==> config.mk <==
export PLATFORM = sky130hd
export DESIGN_NAME = debounce_edge_detect_flat
export DESIGN_NICKNAME = d
export VERILOG_FILES = /design/src/rtl/debounce_pkg.sv /design/src/rtl/debounce_edge_detect_if.sv /design/src/rtl/stable_counter.sv /design/src/rtl/debounce_edge_detect.sv /design/src/flat_wrapper.sv
export SDC_FILE = /design/constraint.sdc
export NUM_CORES = 1
export LEC_CHECK = 0
export ABC_AREA = 1
export CORE_ASPECT_RATIO = 0.9
export CORE_UTILIZATION = 55
export CTS_CLUSTER_SIZE = 30
export DETAILED_ROUTE_END_ITERATION = 10
export MAX_ROUTING_LAYER = met4
export PLACE_DENSITY = 0.78
export SYNTH_ARGS = -nofsm -noshare
export SYNTH_HDL_FRONTEND = slang
export SYNTH_SLANG_ARGS = --single-unit
==> constraint.sdc <==
create_clock -name clk -period 2.6 [get_ports clk]
set_clock_uncertainty 0.05 [all_clocks]
set_input_delay 0.39 -clock clk [delete_from_list [all_inputs] [get_ports clk]]
set_output_delay 0.39 -clock clk [all_outputs]
set_load 0.05 [all_outputs]
==> src/rtl/debounce_pkg.sv <==
// debounce_pkg: shared definitions for the debounce / edge-detect block.
//   - state_e     : 2-bit FSM encoding shared by RTL and anyone decoding it
//   - DEF_*       : default qualification times for a 100 MHz clock
//   - max_int     : helper used to size the shared counter width
package debounce_pkg;

  typedef enum logic [1:0] {
    IDLE_LOW  = 2'b00,
    WAIT_HIGH = 2'b01,
    IDLE_HIGH = 2'b10,
    WAIT_LOW  = 2'b11
  } state_e;

  // 10 ms and 1 s at 100 MHz.
  localparam int DEF_DEBOUNCE_CYCLES = 1_000_000;
  localparam int DEF_LONG_CYCLES     = 100_000_000;

  function automatic int max_int(input int a, input int b);
    return (a > b) ? a : b;
  endfunction

endpackage

==> src/rtl/debounce_edge_detect_if.sv <==
// debounce_edge_detect_if: signal bundle between the input synchronizer,
// the debouncer and the consuming control logic.
//   sync_in    : synchronized raw level (driven by master)
//   level_out  : debounced level
//   rise_pulse : one-cycle strobe on accepted 0->1
//   fall_pulse : one-cycle strobe on accepted 1->0
//   long_pulse : one-cycle long-press strobe (0 when feature disabled)
// master = synchronizer/consumer side, slave = debouncer.
interface debounce_edge_detect_if;
  logic sync_in;
  logic level_out;
  logic rise_pulse;
  logic fall_pulse;
  logic long_pulse;

  modport master (
    output sync_in,
    input  level_out, rise_pulse, fall_pulse, long_pulse
  );

  modport slave (
    input  sync_in,
    output level_out, rise_pulse, fall_pulse, long_pulse
  );
endinterface

==> src/rtl/stable_counter.sv <==
// stable_counter: clear/set/increment counter with terminal-count compares.
//   clk, reset : clock, synchronous active-high reset
//   clr        : force count to 0 (highest priority)
//   set        : force count to 1 (first sample of a new level)
//   inc        : count+1, saturating at TERM (never wraps)
//   term       : count == TERM
//   near       : count == TERM-1 (TERM must be >= 1)
module stable_counter #(
  parameter int W    = 4,
  parameter int TERM = 3
) (
  input  logic clk,
  input  logic reset,
  input  logic clr,
  input  logic set,
  input  logic inc,
  output logic term,
  output logic near
);

  localparam logic [W-1:0] TERM_V = W'(TERM);
  localparam logic [W-1:0] NEAR_V = W'(TERM - 1);

  logic [W-1:0] count_q, count_d;

  always_comb begin
    count_d = count_q;
    if (clr)                          count_d = '0;
    else if (set)                     count_d = W'(1);
    else if (inc && count_q != TERM_V) count_d = count_q + 1'b1;
  end

  always_ff @(posedge clk) begin
    if (reset) count_q <= '0;
    else       count_q <= count_d;
  end

  assign term = (count_q == TERM_V);
  assign near = (count_q == NEAR_V);

endmodule

==> src/rtl/debounce_edge_detect.sv <==
// debounce_edge_detect: contact-bounce filter with rise/fall strobes.
// A level change is accepted only after DEBOUNCE_CYCLES consecutive samples
// of the new level; any shorter excursion restarts qualification at zero.
//   clk, reset : clock, synchronous active-high reset
//   bus        : debounce_edge_detect_if.slave (sync_in in; level_out,
//                rise_pulse, fall_pulse, long_pulse out, all registered)
// Optional: define DEBOUNCE_LONG_PRESS_EN to emit one long_pulse per press
// once the debounced level has stayed high for LONG_CYCLES cycles;
// otherwise long_pulse is tied to 0.
module debounce_edge_detect
  import debounce_pkg::*;
#(
  parameter int DEBOUNCE_CYCLES = DEF_DEBOUNCE_CYCLES,
  parameter int LONG_CYCLES     = DEF_LONG_CYCLES
) (
  input  logic                  clk,
  input  logic                  reset,
  debounce_edge_detect_if.slave bus
);

  localparam int CNT_W = $clog2(max_int(DEBOUNCE_CYCLES, LONG_CYCLES));

  state_e state_q, state_d;
  logic   level_q, level_d;
  logic   rise_q,  rise_d;
  logic   fall_q,  fall_d;

  logic deb_clr, deb_set, deb_inc;
  logic deb_term;
  logic deb_near_unused;

  // Counter holds the number of consecutive new-level samples seen so far;
  // reaching DEBOUNCE_CYCLES-1 while one more matching sample arrives
  // completes qualification.
  stable_counter #(
    .W    (CNT_W),
    .TERM (DEBOUNCE_CYCLES - 1)
  ) u_deb_cnt (
    .clk   (clk),
    .reset (reset),
    .clr   (deb_clr),
    .set   (deb_set),
    .inc   (deb_inc),
    .term  (deb_term),
    .near  (deb_near_unused)
  );

  always_comb begin
    state_d = state_q;
    level_d = level_q;
    rise_d  = 1'b0;
    fall_d  = 1'b0;
    deb_clr = 1'b0;
    deb_set = 1'b0;
    deb_inc = 1'b0;
    unique case (state_q)
      IDLE_LOW: begin
        if (bus.sync_in) begin
          state_d = WAIT_HIGH;
          deb_set = 1'b1;
        end else begin
          deb_clr = 1'b1;
        end
      end
      WAIT_HIGH: begin
        if (!bus.sync_in) begin
          state_d = IDLE_LOW;
          deb_clr = 1'b1;
        end else if (deb_term) begin
          state_d = IDLE_HIGH;
          deb_clr = 1'b1;
          level_d = 1'b1;
          rise_d  = 1'b1;
        end else begin
          deb_inc = 1'b1;
        end
      end
      IDLE_HIGH: begin
        if (!bus.sync_in) begin
          state_d = WAIT_LOW;
          deb_set = 1'b1;
        end else begin
          deb_clr = 1'b1;
        end
      end
      WAIT_LOW: begin
        if (bus.sync_in) begin
          state_d = IDLE_HIGH;
          deb_clr = 1'b1;
        end else if (deb_term) begin
          state_d = IDLE_LOW;
          deb_clr = 1'b1;
          level_d = 1'b0;
          fall_d  = 1'b1;
        end else begin
          deb_inc = 1'b1;
        end
      end
      default: begin
        state_d = IDLE_LOW;
        deb_clr = 1'b1;
      end
    endcase
  end

  always_ff @(posedge clk) begin
    if (reset) begin
      state_q <= IDLE_LOW;
      level_q <= 1'b0;
      rise_q  <= 1'b0;
      fall_q  <= 1'b0;
    end else begin
      state_q <= state_d;
      level_q <= level_d;
      rise_q  <= rise_d;
      fall_q  <= fall_d;
    end
  end

  assign bus.level_out  = level_q;
  assign bus.rise_pulse = rise_q;
  assign bus.fall_pulse = fall_q;

`ifdef DEBOUNCE_LONG_PRESS_EN
  logic lp_inc, lp_clr;
  logic lp_term, lp_near;
  logic long_q, long_d;

  // Count only cycles that begin and end in IDLE_HIGH, so entry and any
  // bounce into WAIT_LOW leave the count at zero.
  assign lp_inc = (state_q == IDLE_HIGH) && (state_d == IDLE_HIGH);
  assign lp_clr = !lp_inc;

  stable_counter #(
    .W    (CNT_W),
    .TERM (LONG_CYCLES - 1)
  ) u_lp_cnt (
    .clk   (clk),
    .reset (reset),
    .clr   (lp_clr),
    .set   (1'b0),
    .inc   (lp_inc),
    .term  (lp_term),
    .near  (lp_near)
  );

  // Fire on the step into LONG_CYCLES-1; saturation keeps near low after.
  always_comb begin
    long_d = lp_inc && lp_near && !lp_term;
  end

  always_ff @(posedge clk) begin
    if (reset) long_q <= 1'b0;
    else       long_q <= long_d;
  end

  assign bus.long_pulse = long_q;
`else
  assign bus.long_pulse = 1'b0;
`endif

endmodule

==> src/flat_wrapper.sv <==
// flat-port wrapper written by rule: the top's interface ports become plain ports
module debounce_edge_detect_flat import debounce_pkg::*;
#(
  parameter int DEBOUNCE_CYCLES = DEF_DEBOUNCE_CYCLES,
  parameter int LONG_CYCLES     = DEF_LONG_CYCLES
)
  (clk, reset, bus_sync_in, bus_level_out, bus_rise_pulse, bus_fall_pulse, bus_long_pulse);
  debounce_edge_detect_if bus_i ();
  input  logic clk;
  input  logic reset;
  input wire logic [$bits(bus_i.sync_in)-1:0] bus_sync_in;
  output wire logic [$bits(bus_i.level_out)-1:0] bus_level_out;
  output wire logic [$bits(bus_i.rise_pulse)-1:0] bus_rise_pulse;
  output wire logic [$bits(bus_i.fall_pulse)-1:0] bus_fall_pulse;
  output wire logic [$bits(bus_i.long_pulse)-1:0] bus_long_pulse;
  assign bus_i.sync_in = bus_sync_in;
  assign bus_level_out = bus_i.level_out;
  assign bus_rise_pulse = bus_i.rise_pulse;
  assign bus_fall_pulse = bus_i.fall_pulse;
  assign bus_long_pulse = bus_i.long_pulse;
  debounce_edge_detect #(.DEBOUNCE_CYCLES(DEBOUNCE_CYCLES), .LONG_CYCLES(LONG_CYCLES)) u_core (.clk(clk), .reset(reset), .bus(bus_i));
endmodule
==> metrics, run 1 <==
First-pass DRT Iterations=4; Netlist cell types=31; Seq. cell area=640.6 um2; clock tree from TritonCTS=yes; path length in cells of the critical path=1; achievable frequency=0.5342 GHz; post-detailed-placement half-perimeter wirelength=3282 um; number of cells on the worst reg-to-reg path=8; critical path cell sequence=clkdlybuf4s50_1; Mean Syn Cell Area=6.546 um2; maximum number of pins on one net before global-route repair=23; initial core utilization=0.5843; crit start category=flip-flop; number of fill cells in the layout=326; arrival time of the worst setup path=1.43 ns; fraction of power spent switching nets=0.2394; num rows=20; peak per-stage delay on the critical path=0.80 ns; Int Power=0.7121 mW; MaxCap Viol Count=0; Final Cycle Share=0.7200; net count after synthesis=310; startpoint of the tightest hold check path=u_core.u_deb_cnt.count_q[23]$_SDFFE_PP0P_; Diodes inserted=0; Data required, critical path=2.16 ns; pwr/cell area=431.3 mW/mm2; antenna violations before repair=0; cell type with the highest aggregate area in the netlist=sky130_fd_sc_hd__dfxtp_1; Overall Power=0.9363 mW; worst vdd rail ir drop=291.7 uV; combinational fraction of design power=0.033; class of the most critical setup path=reg -> out; final setup TNS=0 ns; GRT Residual Overflow=0; hold worst-path end=u_core.u_deb_cnt.count_q[23]$_SDFFE_PP0P_; Switch Pwr=0.2241 mW; Sink Count=32; dominant delay contributor by cell family on the critical path=buffers and inverters; WHS Path Cells=2; number of buffers added by the clock tree synthesis step=5; Final Hold Viols=0; Die X-Extent=65.62 um; post-layout worst setup margin=0.7280 ns; DRC violations left=0; later-pin clock latency in the skew report=0.29 ns; number of storage elements in the synthesis netlist=32; count of final max-slew check failures=0; count of nets left with antenna violations after detail routing=0; cts repair resizes=0; area share of the largest cell type after synthesis=0.3198; number of buffers inserted by hold repair at cts=0; Buffers on Ports=5; final setup violation count=0; multi-input logic area=0.001197 mm2; path type of the worst min-delay path=reg -> reg; vias in the first global route=1637; overall routing resource usage=0.2597; yosys warns=0; Post-Syn Instances=306; share of total power in sequential cells=0.528; cell area after synthesis=0.002003 mm2; unrepaired setup endpoints after global routing=false; Final min period=1.872 ns; Layout area overhead=8.370%; largest buffer count on any clock path=2; vertical die dimension=59.26 um; share of post-route cells with drive strength above 1=0.1677; final estimated routing congestion in global placement=0.9258; source of the worst register-to-register timing path=u_core.u_deb_cnt.count_q[0]$_SDFFE_PP0P_; buffer count from post-CTS setup fixing=0; Routed Wire Length=4372 um; Clock Power Share=0.439; core region area=0.003428 mm2; post-detailed-route via-to-cell ratio=5.075; first-pass GRT wire length=7210 um; worst setup slack before clock tree synthesis=0.5375 ns; worst path buffer plus inverter count=1; net total in the final layout=319; result of the run=finished, final reports clean; kind of end point of the critical path=output pin; share of the yosys chip area belonging to registers=0.3198; maximum fanout along the worst path=2; critical register-to-register path endpoint=u_core.u_deb_cnt.count_q[26]$_SDFFE_PP0P_; setup slack, reg-to-reg=0.73 ns; leakage power summed over all cells=0.7570 nW; ranking of synthesized cells by area=sky130_fd_sc_hd__dfxtp_1 (32%), sky130_fd_sc_hd__nand2_1 (18%), sky130_fd_sc_hd__nor2_1 (9.7%); number of top-level pins=7; count of H-tree levels built during CTS=2; Crit-path slowest cell=sky130_fd_sc_hd__clkdlybuf4s50_1; CTS root buf=sky130_fd_sc_hd__clkbuf_8; count of vias placed by the detailed router=1827; routed wire length per instance=12.14 um; first-iteration detailed-routing DRC count=100; die area=0.003888 mm2; clock transition at the registers of the reported paths=0.07 ns
[flip-flops by register name, summed over array words and instances, names as in the netlist, named ones only]
name                      count
u_core.state_q                1
u_core.u_deb_cnt.count_q     27
u_core.bus.rise_pulse         1
u_core.bus.level_out          1
u_core.bus.fall_pulse         1
[routing by layer]
metal  global-route usage  wire, um  vias to the layer above
li1                     -         -                      960
met4               0.1118        82                        0
met5                    -         0                        -
met1               0.3290      2017                      812
met3              0.04615       252                        7
met2               0.4065      2020                       48
[cells in the final DEF, fill, tap and decap left out]
cell type	instances
sky130_fd_sc_hd__o21ai_0	3
sky130_fd_sc_hd__or2_1	1
sky130_fd_sc_hd__a31oi_1	1
sky130_fd_sc_hd__nand3_2	1
sky130_fd_sc_hd__nand4_1	5
sky130_fd_sc_hd__o21a_1	1
sky130_fd_sc_hd__xnor2_1	4
sky130_fd_sc_hd__dfxtp_1	32
sky130_fd_sc_hd__nor3_1	2
sky130_fd_sc_hd__a21oi_2	11
sky130_fd_sc_hd__clkinv_2	2
sky130_fd_sc_hd__inv_1	33
sky130_fd_sc_hd__a21oi_1	4
sky130_fd_sc_hd__nor2_8	1
sky130_fd_sc_hd__nand3_1	15
sky130_fd_sc_hd__clkdlybuf4s50_1	5
sky130_fd_sc_hd__o31ai_1	1
sky130_fd_sc_hd__o211ai_1	1
sky130_fd_sc_hd__nor2_4	5
sky130_fd_sc_hd__nand3b_1	1
sky130_fd_sc_hd__clkbuf_8	6
sky130_fd_sc_hd__xor2_1	5
sky130_fd_sc_hd__nand2_2	6
sky130_fd_sc_hd__ha_1	1
sky130_fd_sc_hd__or2_2	1
sky130_fd_sc_hd__inv_2	3
sky130_fd_sc_hd__nor2_2	12
sky130_fd_sc_hd__nand2_4	4
sky130_fd_sc_hd__nor3_2	1
sky130_fd_sc_hd__conb_1	1
sky130_fd_sc_hd__nor2_1	52
sky130_fd_sc_hd__nand2_1	95
[area by class of cell]
type,instances,area share
clock buffers,6,0.03804
clock inverters,2,0.004611
repair buffers,5,0.02305
multi-input cells,235,0.5516
flip-flops and latches,32,0.2951
inverters,36,0.06225
well taps,44,0.02536
[metrics by stage]
step / hold slack, ns / area, um2 / utilization / instances
after floorplan: 0.4176 / 2003 / - / 306
after global placement: 0.4472 / 2078 / 0.6062 / 352
after detailed placement: 0.4521 / 2078 / 0.6062 / 352
after CTS: 0.4629 / 2171 / 0.6332 / 360
after global routing: 0.4781 / 2171 / 0.6332 / 360
final: 0.4673 / 2171 / 0.6332 / 360
[power by group through the flow]
stage	logic, mW	registers (mW)	clock network (mW)
final	0.0313	0.494	0.411
after global routing	0.0342	0.494	0.434
after CTS	0.0315	0.494	0.416
after detailed placement	0.0313	0.505	0
after global placement	0.0303	0.505	0
after floorplan	0.0259	0.505	0
[synth_stat cells (all sizes together)]
cell type	instances
xnor2	4
nand2	105
nand3	16
nand4	5
nor3	3
dfxtp	32
o31ai	1
buf	3
o211ai	1
o21ai	3
nand3b	1
a21oi	15
or2	2
a31oi	1
xor2	5
ha	1
conb	1
nor2	70
o21a	1
inv	36
[how the worst max path moves through the flow]
stage	start	end
floorplan	u_core.u_deb_cnt.count_q[0]$_SDFFE_PP0P_	u_core.u_deb_cnt.count_q[12]$_SDFFE_PP0P_
global placement	bus_sync_in	u_core.u_deb_cnt.count_q[8]$_SDFFE_PP0P_
detailed placement	bus_sync_in	u_core.u_deb_cnt.count_q[26]$_SDFFE_PP0P_
CTS	u_core.bus.level_out$_SDFFE_PP0P_	bus_level_out
global route	u_core.u_deb_cnt.count_q[0]$_SDFFE_PP0P_	u_core.u_deb_cnt.count_q[8]$_SDFFE_PP0P_
finish	u_core.bus.level_out$_SDFFE_PP0P_	bus_level_out
[cell families (layout without fill, tap and decap cells)]
family,after synthesis,count (layout),share of synthesized area
flops,32,32,0.3198
compound gates,22,22,0.07995
other cells,1,1,0.001872
xor+xnor,9,9,0.03935
fa+ha+maj,1,1,0.006245
simple gates,202,202,0.4703
buf+inv,39,49,0.08245
(Power assumes the default switching activity.)
==> run 2: changes to the inputs <==
--- a/config.mk
+++ b/config.mk
@@ -11,7 +11,7 @@
 export CTS_CLUSTER_SIZE = 30
 export DETAILED_ROUTE_END_ITERATION = 10
 export MAX_ROUTING_LAYER = met4
-export PLACE_DENSITY = 0.78
+export PLACE_DENSITY = 0.81
 export SYNTH_ARGS = -nofsm -noshare
 export SYNTH_HDL_FRONTEND = slang
 export SYNTH_SLANG_ARGS = --single-unit
==> constraint.sdc (replaced) <==
create_clock -name clk -period 1.5 [get_ports clk]
set_clock_uncertainty 0.05 [all_clocks]
set_input_delay 0.225 -clock clk [delete_from_list [all_inputs] [get_ports clk]]
set_output_delay 0.225 -clock clk [all_outputs]
set_load 0.05 [all_outputs]
==> metrics, run 2 (same netlist as run 1, synthesis figures left out) <==
Data required, critical path=1.63 ns (was 2.16 ns); core region area=0.003428 mm2 (unchanged); die area=0.003888 mm2 (unchanged); Final Hold Viols=0 (unchanged); vias in the first global route=1856 (was 1637); number of buffers inserted by hold repair at cts=0 (unchanged); GR met3 Demand/Resource=0.05192 (was 0.04615); met1 Resource Use GR=0.3491 (was 0.3290); pwr/cell area=613.1 mW/mm2 (was 431.3 mW/mm2); number of fill cells in the layout=225 (was 326); unrepaired setup endpoints after global routing=true (was false); maximum number of pins on one net before global-route repair=11 (was 23); count of nets left with antenna violations after detail routing=0 (unchanged); CTS root buf=sky130_fd_sc_hd__clkbuf_8 (unchanged); Layout area overhead=34.73% (was 8.370%); GRT Residual Overflow=0 (unchanged); crit start category=flip-flop (unchanged); path type of the worst min-delay path=reg -> reg (unchanged); largest buffer count on any clock path=2 (unchanged); register name with the most flops=u_core.u_deb_cnt.count_q (unchanged); number of flip-flops in the largest register=27 (unchanged); combinational fraction of design power=0.057 (was 0.033); first-iteration detailed-routing DRC count=289 (was 100); vertical die dimension=59.26 um (unchanged); worst vdd rail ir drop=550.0 uV (was 291.7 uV); overall routing resource usage=0.2892 (was 0.2597); first-pass GRT wire length=8031 um (was 7210 um); placed cells=394 (was 352); count of H-tree levels built during CTS=2 (unchanged); Final min period=1.592 ns; maximum fanout along the worst path=4 (was 2); kind of end point of the critical path=flip-flop (was output pin); later-pin clock latency in the skew report=0.29 ns (about the same); number of top-level pins=7 (unchanged); post-detailed-placement half-perimeter wirelength=3750 um (was 3282 um); Routed Wire Length=5839 um (was 4372 um); buffer count from post-CTS setup fixing=0 (unchanged); count of final max-slew check failures=0 (unchanged); result of the run=finished with violations (was finished, final reports clean); post-detailed-route via-to-cell ratio=5.458 (was 5.075); routed wire length per instance=14.45 um (was 12.14 um); final setup violation count=22 (was 0); clock tree from TritonCTS=yes (unchanged); antenna violations before repair=0 (unchanged); share of post-route cells with drive strength above 1=0.3667 (was 0.1677); Die X-Extent=65.62 um (unchanged); Fin Hold WS=0.4795 ns (was 0.4673 ns); share of total power in sequential cells=0.518 (was 0.528); violations in the final reports=negative setup slack; class of the most critical setup path=reg -> reg (was reg -> out); DRC violations left=0 (unchanged); post-layout worst setup margin=-0.09194 ns (was 0.7280 ns); most frequent standard cell in the layout excluding fill and tap cells=sky130_fd_sc_hd__nand2_1 (unchanged); Diodes inserted=0 (unchanged); busiest grt layer=met2 (unchanged); arrival time of the worst setup path=1.72 ns (was 1.43 ns); Clock Power Share=0.425 (was 0.439); number of buffers added by the clock tree synthesis step=5 (unchanged); net total in the final layout=363 (was 319); leakage power summed over all cells=1.033 nW (was 0.7570 nW); count of vias placed by the detailed router=2205 (was 1827); MaxCap Viol Count=0 (unchanged); most frequent cells in the layout=sky130_fd_sc_hd__nand2_1 (88), sky130_fd_sc_hd__nor2_1 (41), sky130_fd_sc_hd__buf_4 (41), sky130_fd_sc_hd__inv_1 (31), sky130_fd_sc_hd__dfxtp_1 (24) (was sky130_fd_sc_hd__nand2_1 (95), sky130_fd_sc_hd__nor2_1 (52), sky130_fd_sc_hd__inv_1 (33), sky130_fd_sc_hd__dfxtp_1 (32), sky130_fd_sc_hd__nand3_1 (15)); GR met2 Demand/Resource=0.4683 (was 0.4065); number of cells on the worst reg-to-reg path=10 (was 8); core utilization of the finished layout=0.7872 (was 0.6332); final estimated routing congestion in global placement=0.8772 (was 0.9258); initial core utilization=0.5843 (unchanged); num rows=20 (unchanged); Sink Count=32 (unchanged); Int Power=1.269 mW (was 0.7121 mW); Buffers on Ports=5 (unchanged); Switch Pwr=0.3859 mW (was 0.2241 mW); WHS Path Cells=2 (unchanged); fraction of power spent switching nets=0.2332 (was 0.2394); clock transition at the registers of the reported paths=0.07 ns (about the same); Final Cycle Share=1.061; achievable frequency=0.6282 GHz; post-layout instance count excluding filler cells=404 (was 360); First-pass DRT Iterations=6 (was 4)
## run 2: cell count changes in the layout (fill, tap and decap cells not counted), sizes merged
| cell | change |
|---|---|
| nand2 | +1 |
| buf | +45 |
| clkbuf | +3 |
| clkinv | -2 |
| clkdlybuf4s50 | -3 |
## run 2: power by group through the flow
stage / Clock [mW] / Sequential (mW) / Combinational [mW]
after floorplan: 0 / 0.875 / 0.0461
after global placement: 0 / 0.875 / 0.0777
after detailed placement: 0 / 0.875 / 0.0797
after CTS: 0.706 / 0.856 / 0.0815
after global routing: 0.743 / 0.856 / 0.101
final: 0.703 / 0.857 / 0.0948
## run 2: final timing paths
| path | from | to | slack [ns] |
|---|---|---|---|
| max reg2reg | u_core.u_deb_cnt.count_q[19]$_SDFFE_PP0P_ | u_core.u_deb_cnt.count_q[25]$_SDFFE_PP0P_ | -0.09 |
| min reg2reg | u_core.u_deb_cnt.count_q[14]$_SDFFE_PP0P_ | u_core.u_deb_cnt.count_q[14]$_SDFFE_PP0P_ | 0.48 |
| min | u_core.u_deb_cnt.count_q[14]$_SDFFE_PP0P_ | u_core.u_deb_cnt.count_q[14]$_SDFFE_PP0P_ | 0.48 |
| max | u_core.u_deb_cnt.count_q[19]$_SDFFE_PP0P_ | u_core.u_deb_cnt.count_q[25]$_SDFFE_PP0P_ | -0.09 |
## run 2: layer usage
layer | up-vias | part of all wire
met3 | 43 | 0.073
met2 | 114 | 0.47
met5 | - | 0
met1 | 997 | 0.40
met4 | 0 | 0.057
li1 | 1051 | -
## run 2: critical path: stages, from the launching register on
cell	delay [ns]
sky130_fd_sc_hd__dfxtp_1	0.35
sky130_fd_sc_hd__buf_4	0.15
sky130_fd_sc_hd__nand2_1	0.10
sky130_fd_sc_hd__nor2_1	0.26
sky130_fd_sc_hd__nand2_1	0.12
sky130_fd_sc_hd__nor2_2	0.14
sky130_fd_sc_hd__nand2_1	0.07
sky130_fd_sc_hd__nand2_1	0.05
sky130_fd_sc_hd__nand2_1	0.06
sky130_fd_sc_hd__nand2_2	0.08
sky130_fd_sc_hd__a21oi_2	0.05
## run 2: what timing repair did
| item | 4_1_cts | 5_1_grt |
|---|---|---|
| setup endpoints to repair | 30 | 31 |
| resized for setup | 8 | 37 |
| pin swaps | 3 | 12 |
| cloned | 1 | 1 |
## run 2: area by class of cell
cell class / instances / area, um2 / area share
timing repair buffer: 48 / 424.2 / 0.1572
clock buffer: 8 / 90.09 / 0.03338
sequential: 32 / 650.6 / 0.2411
tap: 44 / 55.05 / 0.02040
multi-input combinational: 236 / 1341 / 0.4970
inverter: 36 / 137.6 / 0.05100
## run 2: metrics by stage
step / TNS [ns] / cell area, um2 / setup WS (ns) / power [mW]
floorplan: 0 / 2029 / 0.01944 / 0.9215
global placement: -3.417 / 2446 / -0.1552 / 0.9527
detailed placement: -4.763 / 2446 / -0.2332 / 0.9548
CTS: -0.003015 / 2561 / -0.002442 / 1.643
global route: -2.005 / 2699 / -0.1062 / 1.701
finish: -0.7518 / 2699 / -0.09194 / 1.655
==> run 3: changes to the inputs <==
--- a/config.mk
+++ b/config.mk
@@ -11,7 +11,8 @@
 export CTS_CLUSTER_SIZE = 30
 export DETAILED_ROUTE_END_ITERATION = 10
 export MAX_ROUTING_LAYER = met4
-export PLACE_DENSITY = 0.81
+export PLACE_DENSITY = 0.8
 export SYNTH_ARGS = -nofsm -noshare
 export SYNTH_HDL_FRONTEND = slang
+export SYNTH_HIERARCHICAL = 1
 export SYNTH_SLANG_ARGS = --single-unit
==> metrics, run 3 <==
post-layout worst setup margin=-0.3259 ns (was -0.09194 ns); number of flip-flops in the largest register=27 (unchanged); GR met2 Demand/Resource=0.5826 (was 0.4683); cell area after synthesis=0.002207 mm2 (was 0.002003 mm2); maximum fanout along the worst path=4 (unchanged); vertical die dimension=62.10 um (was 59.26 um); register name with the most flops=u_core/u_deb_cnt/count_q (was u_core.u_deb_cnt.count_q); Final min period=1.826 ns (was 1.592 ns); net count after synthesis=348 (was 310); Critical Path Sink=u_core/u_deb_cnt/count_q[15]$_SDFFE_PP0P_ (was u_core.u_deb_cnt.count_q[25]$_SDFFE_PP0P_); unrepaired setup endpoints after global routing=true (unchanged); number of buffers added by the clock tree synthesis step=5 (unchanged); Routed Wire Length=8864 um (was 5839 um); Buffers on Ports=5 (unchanged); later-pin clock latency in the skew report=0.30 ns (was 0.29 ns); worst vdd rail ir drop=603.0 uV (was 550.0 uV); kind of end point of the critical path=flip-flop (unchanged); Data required, critical path=1.68 ns (was 1.63 ns); multi-input logic area=0.001658 mm2 (was 0.001341 mm2); pwr/cell area=513.6 mW/mm2 (was 613.1 mW/mm2); source of the worst register-to-register timing path=u_core/u_deb_cnt/count_q[3]$_SDFFE_PP0P_ (was u_core.u_deb_cnt.count_q[19]$_SDFFE_PP0P_); critical register-to-register path endpoint=u_core/u_deb_cnt/count_q[15]$_SDFFE_PP0P_ (was u_core.u_deb_cnt.count_q[25]$_SDFFE_PP0P_); Final Hold Viols=0 (unchanged); antenna violations before repair=0 (unchanged); clock transition at the registers of the reported paths=0.07 ns (about the same); final estimated routing congestion in global placement=0.9372 (was 0.8772); most frequent cells in the layout=sky130_fd_sc_hd__nand2_1 (94), sky130_fd_sc_hd__buf_4 (63), sky130_fd_sc_hd__nor2_1 (54), sky130_fd_sc_hd__dfxtp_1 (26), sky130_fd_sc_hd__inv_1 (23) (was sky130_fd_sc_hd__nand2_1 (88), sky130_fd_sc_hd__nor2_1 (41), sky130_fd_sc_hd__buf_4 (41), sky130_fd_sc_hd__inv_1 (31), sky130_fd_sc_hd__dfxtp_1 (24)); GRT Residual Overflow=0 (unchanged); busiest grt layer=met2 (unchanged); die area=0.004271 mm2 (was 0.003888 mm2); total cell area at the placement stage=0.002844 mm2 (was 0.002446 mm2); clock tree from TritonCTS=yes (unchanged); count of final max-slew check failures=0 (unchanged); share of post-route cells with drive strength above 1=0.4147 (was 0.3667); vias in the first global route=2301 (was 1856); count of vias placed by the detailed router=2830 (was 2205); post-detailed-placement half-perimeter wirelength=4480 um (was 3750 um); largest buffer count on any clock path=2 (unchanged); yosys warns=6 (was 0); path type of the worst min-delay path=reg -> reg (unchanged); most frequent standard cell in the layout excluding fill and tap cells=sky130_fd_sc_hd__nand2_1 (unchanged); Seq. cell area=650.6 um2 (unchanged); count of nets left with antenna violations after detail routing=0 (unchanged); num rows=21 (was 20); initial core utilization=0.5833 (was 0.5843); count of H-tree levels built during CTS=2 (unchanged); number of buffers inserted by hold repair at cts=0 (unchanged); number of top-level pins=7 (unchanged); Overall Power=1.709 mW (was 1.655 mW); Mean Syn Cell Area=6.435 um2 (was 6.546 um2); Layout area overhead=50.79% (was 34.73%); routed wire length per instance=18.94 um (was 14.45 um); CTS root buf=sky130_fd_sc_hd__clkbuf_8 (unchanged); leakage power summed over all cells=1.347 nW (was 1.033 nW); arrival time of the worst setup path=2.01 ns (was 1.72 ns); Post-Syn Instances=343 (was 306); number of fill cells in the layout=179 (was 225); result of the run=finished with violations (unchanged); met1 Resource Use GR=0.4168 (was 0.3491); Diodes inserted=0 (unchanged); DRC violations left=0 (unchanged); GR met3 Demand/Resource=0.06204 (was 0.05192); class of the most critical setup path=reg -> reg (unchanged); MaxCap Viol Count=0 (unchanged); maximum number of pins on one net before global-route repair=15 (was 11); overall routing resource usage=0.3531 (was 0.2892); core region area=0.003784 mm2 (was 0.003428 mm2); First-pass DRT Iterations=8 (was 6); Die X-Extent=68.78 um (was 65.62 um); first-iteration detailed-routing DRC count=364 (was 289); achievable frequency=0.5477 GHz (was 0.6282 GHz); violations in the final reports=negative setup slack (unchanged); Final Cycle Share=1.217 (was 1.061); Crit. Startpoint=u_core/u_deb_cnt/count_q[3]$_SDFFE_PP0P_ (was u_core.u_deb_cnt.count_q[19]$_SDFFE_PP0P_); setup slack, reg-to-reg=-0.33 ns (was -0.09 ns); number of cells on the worst reg-to-reg path=8 (was 10); final setup violation count=31 (was 22); Sink Count=32 (unchanged); crit start category=flip-flop (unchanged); net total in the final layout=427 (was 363); design area=0.003328 mm2 (was 0.002699 mm2); post-detailed-route via-to-cell ratio=6.047 (was 5.458); first-pass GRT wire length=10290 um (was 8031 um)
## run 3: metrics by stage
step                hold slack (ns)  std cells  setup TNS, ns    util  setup slack (ns)
floorplan                    0.2419        343         -7.167       -           -0.2762
detailed placement           0.4140        451         -10.18  0.7517           -0.4207
CTS                          0.4240        466         -5.030  0.8175           -0.2275
global placement             0.4146        451         -8.668  0.7517           -0.3372
finish                       0.5300        468         -8.211  0.8796           -0.3259
global route                 0.5564        468         -10.25  0.8796           -0.3867
## run 3: cell type report
cell class,instances,share of cell area
clock buffers,6,0.02180
clock inverters,1,0.001504
inverters,30,0.03985
multi-input cells,272,0.4981
flip-flops and latches,32,0.1955
well taps,46,0.01729
repair buffers,79,0.2207
repair inverters,2,0.005263
## run 3: timing repair
action | 4_1_cts | 5_1_grt
cloned | 4 | 2
resized for setup | 27 | 46
setup endpoints to repair | 31 | 32
setup buffers | 5 | 2
pin swaps | 6 | 17
## run 3: routing by layer
layer  vias up  wire length, um
met1      1276             3104
met4         0              600
li1       1226                -
met5         -                0
met3        84             1077
met2       244             4081
## run 3: worst min path at each step
stage,from,to,slack [ns],cells past startpoint
global route,flip-flop,u_core/bus.fall_pulse$_SDFF_PP0_,0.56,2
CTS,flip-flop,u_core/bus.fall_pulse$_SDFF_PP0_,0.42,2
detailed placement,flip-flop,u_core/bus.fall_pulse$_SDFF_PP0_,0.41,2
finish,flip-flop,u_core/bus.fall_pulse$_SDFF_PP0_,0.53,2
global placement,flip-flop,u_core/bus.fall_pulse$_SDFF_PP0_,0.41,2
floorplan,reset,u_core/state_q[0]$_SDFFE_PP0P_,0.24,1
## run 3: worst max-delay path, cell delays in order (launching register included)
cell and delay (ns):
sky130_fd_sc_hd__dfxtp_1 0.38, sky130_fd_sc_hd__buf_4 0.17, sky130_fd_sc_hd__nand2_1 0.11, sky130_fd_sc_hd__nor2_1 0.26
sky130_fd_sc_hd__nand2_1 0.17, sky130_fd_sc_hd__nor2_1 0.17, sky130_fd_sc_hd__xor2_1 0.23, sky130_fd_sc_hd__nand2_1 0.10
sky130_fd_sc_hd__a21oi_2 0.13
## run 3: report_power, final
part	total, mW	internal (mW)	switching [mW]
sequential	0.855	0.851	0.00373
clock	0.658	0.316	0.342
combinational	0.197	0.0823	0.114
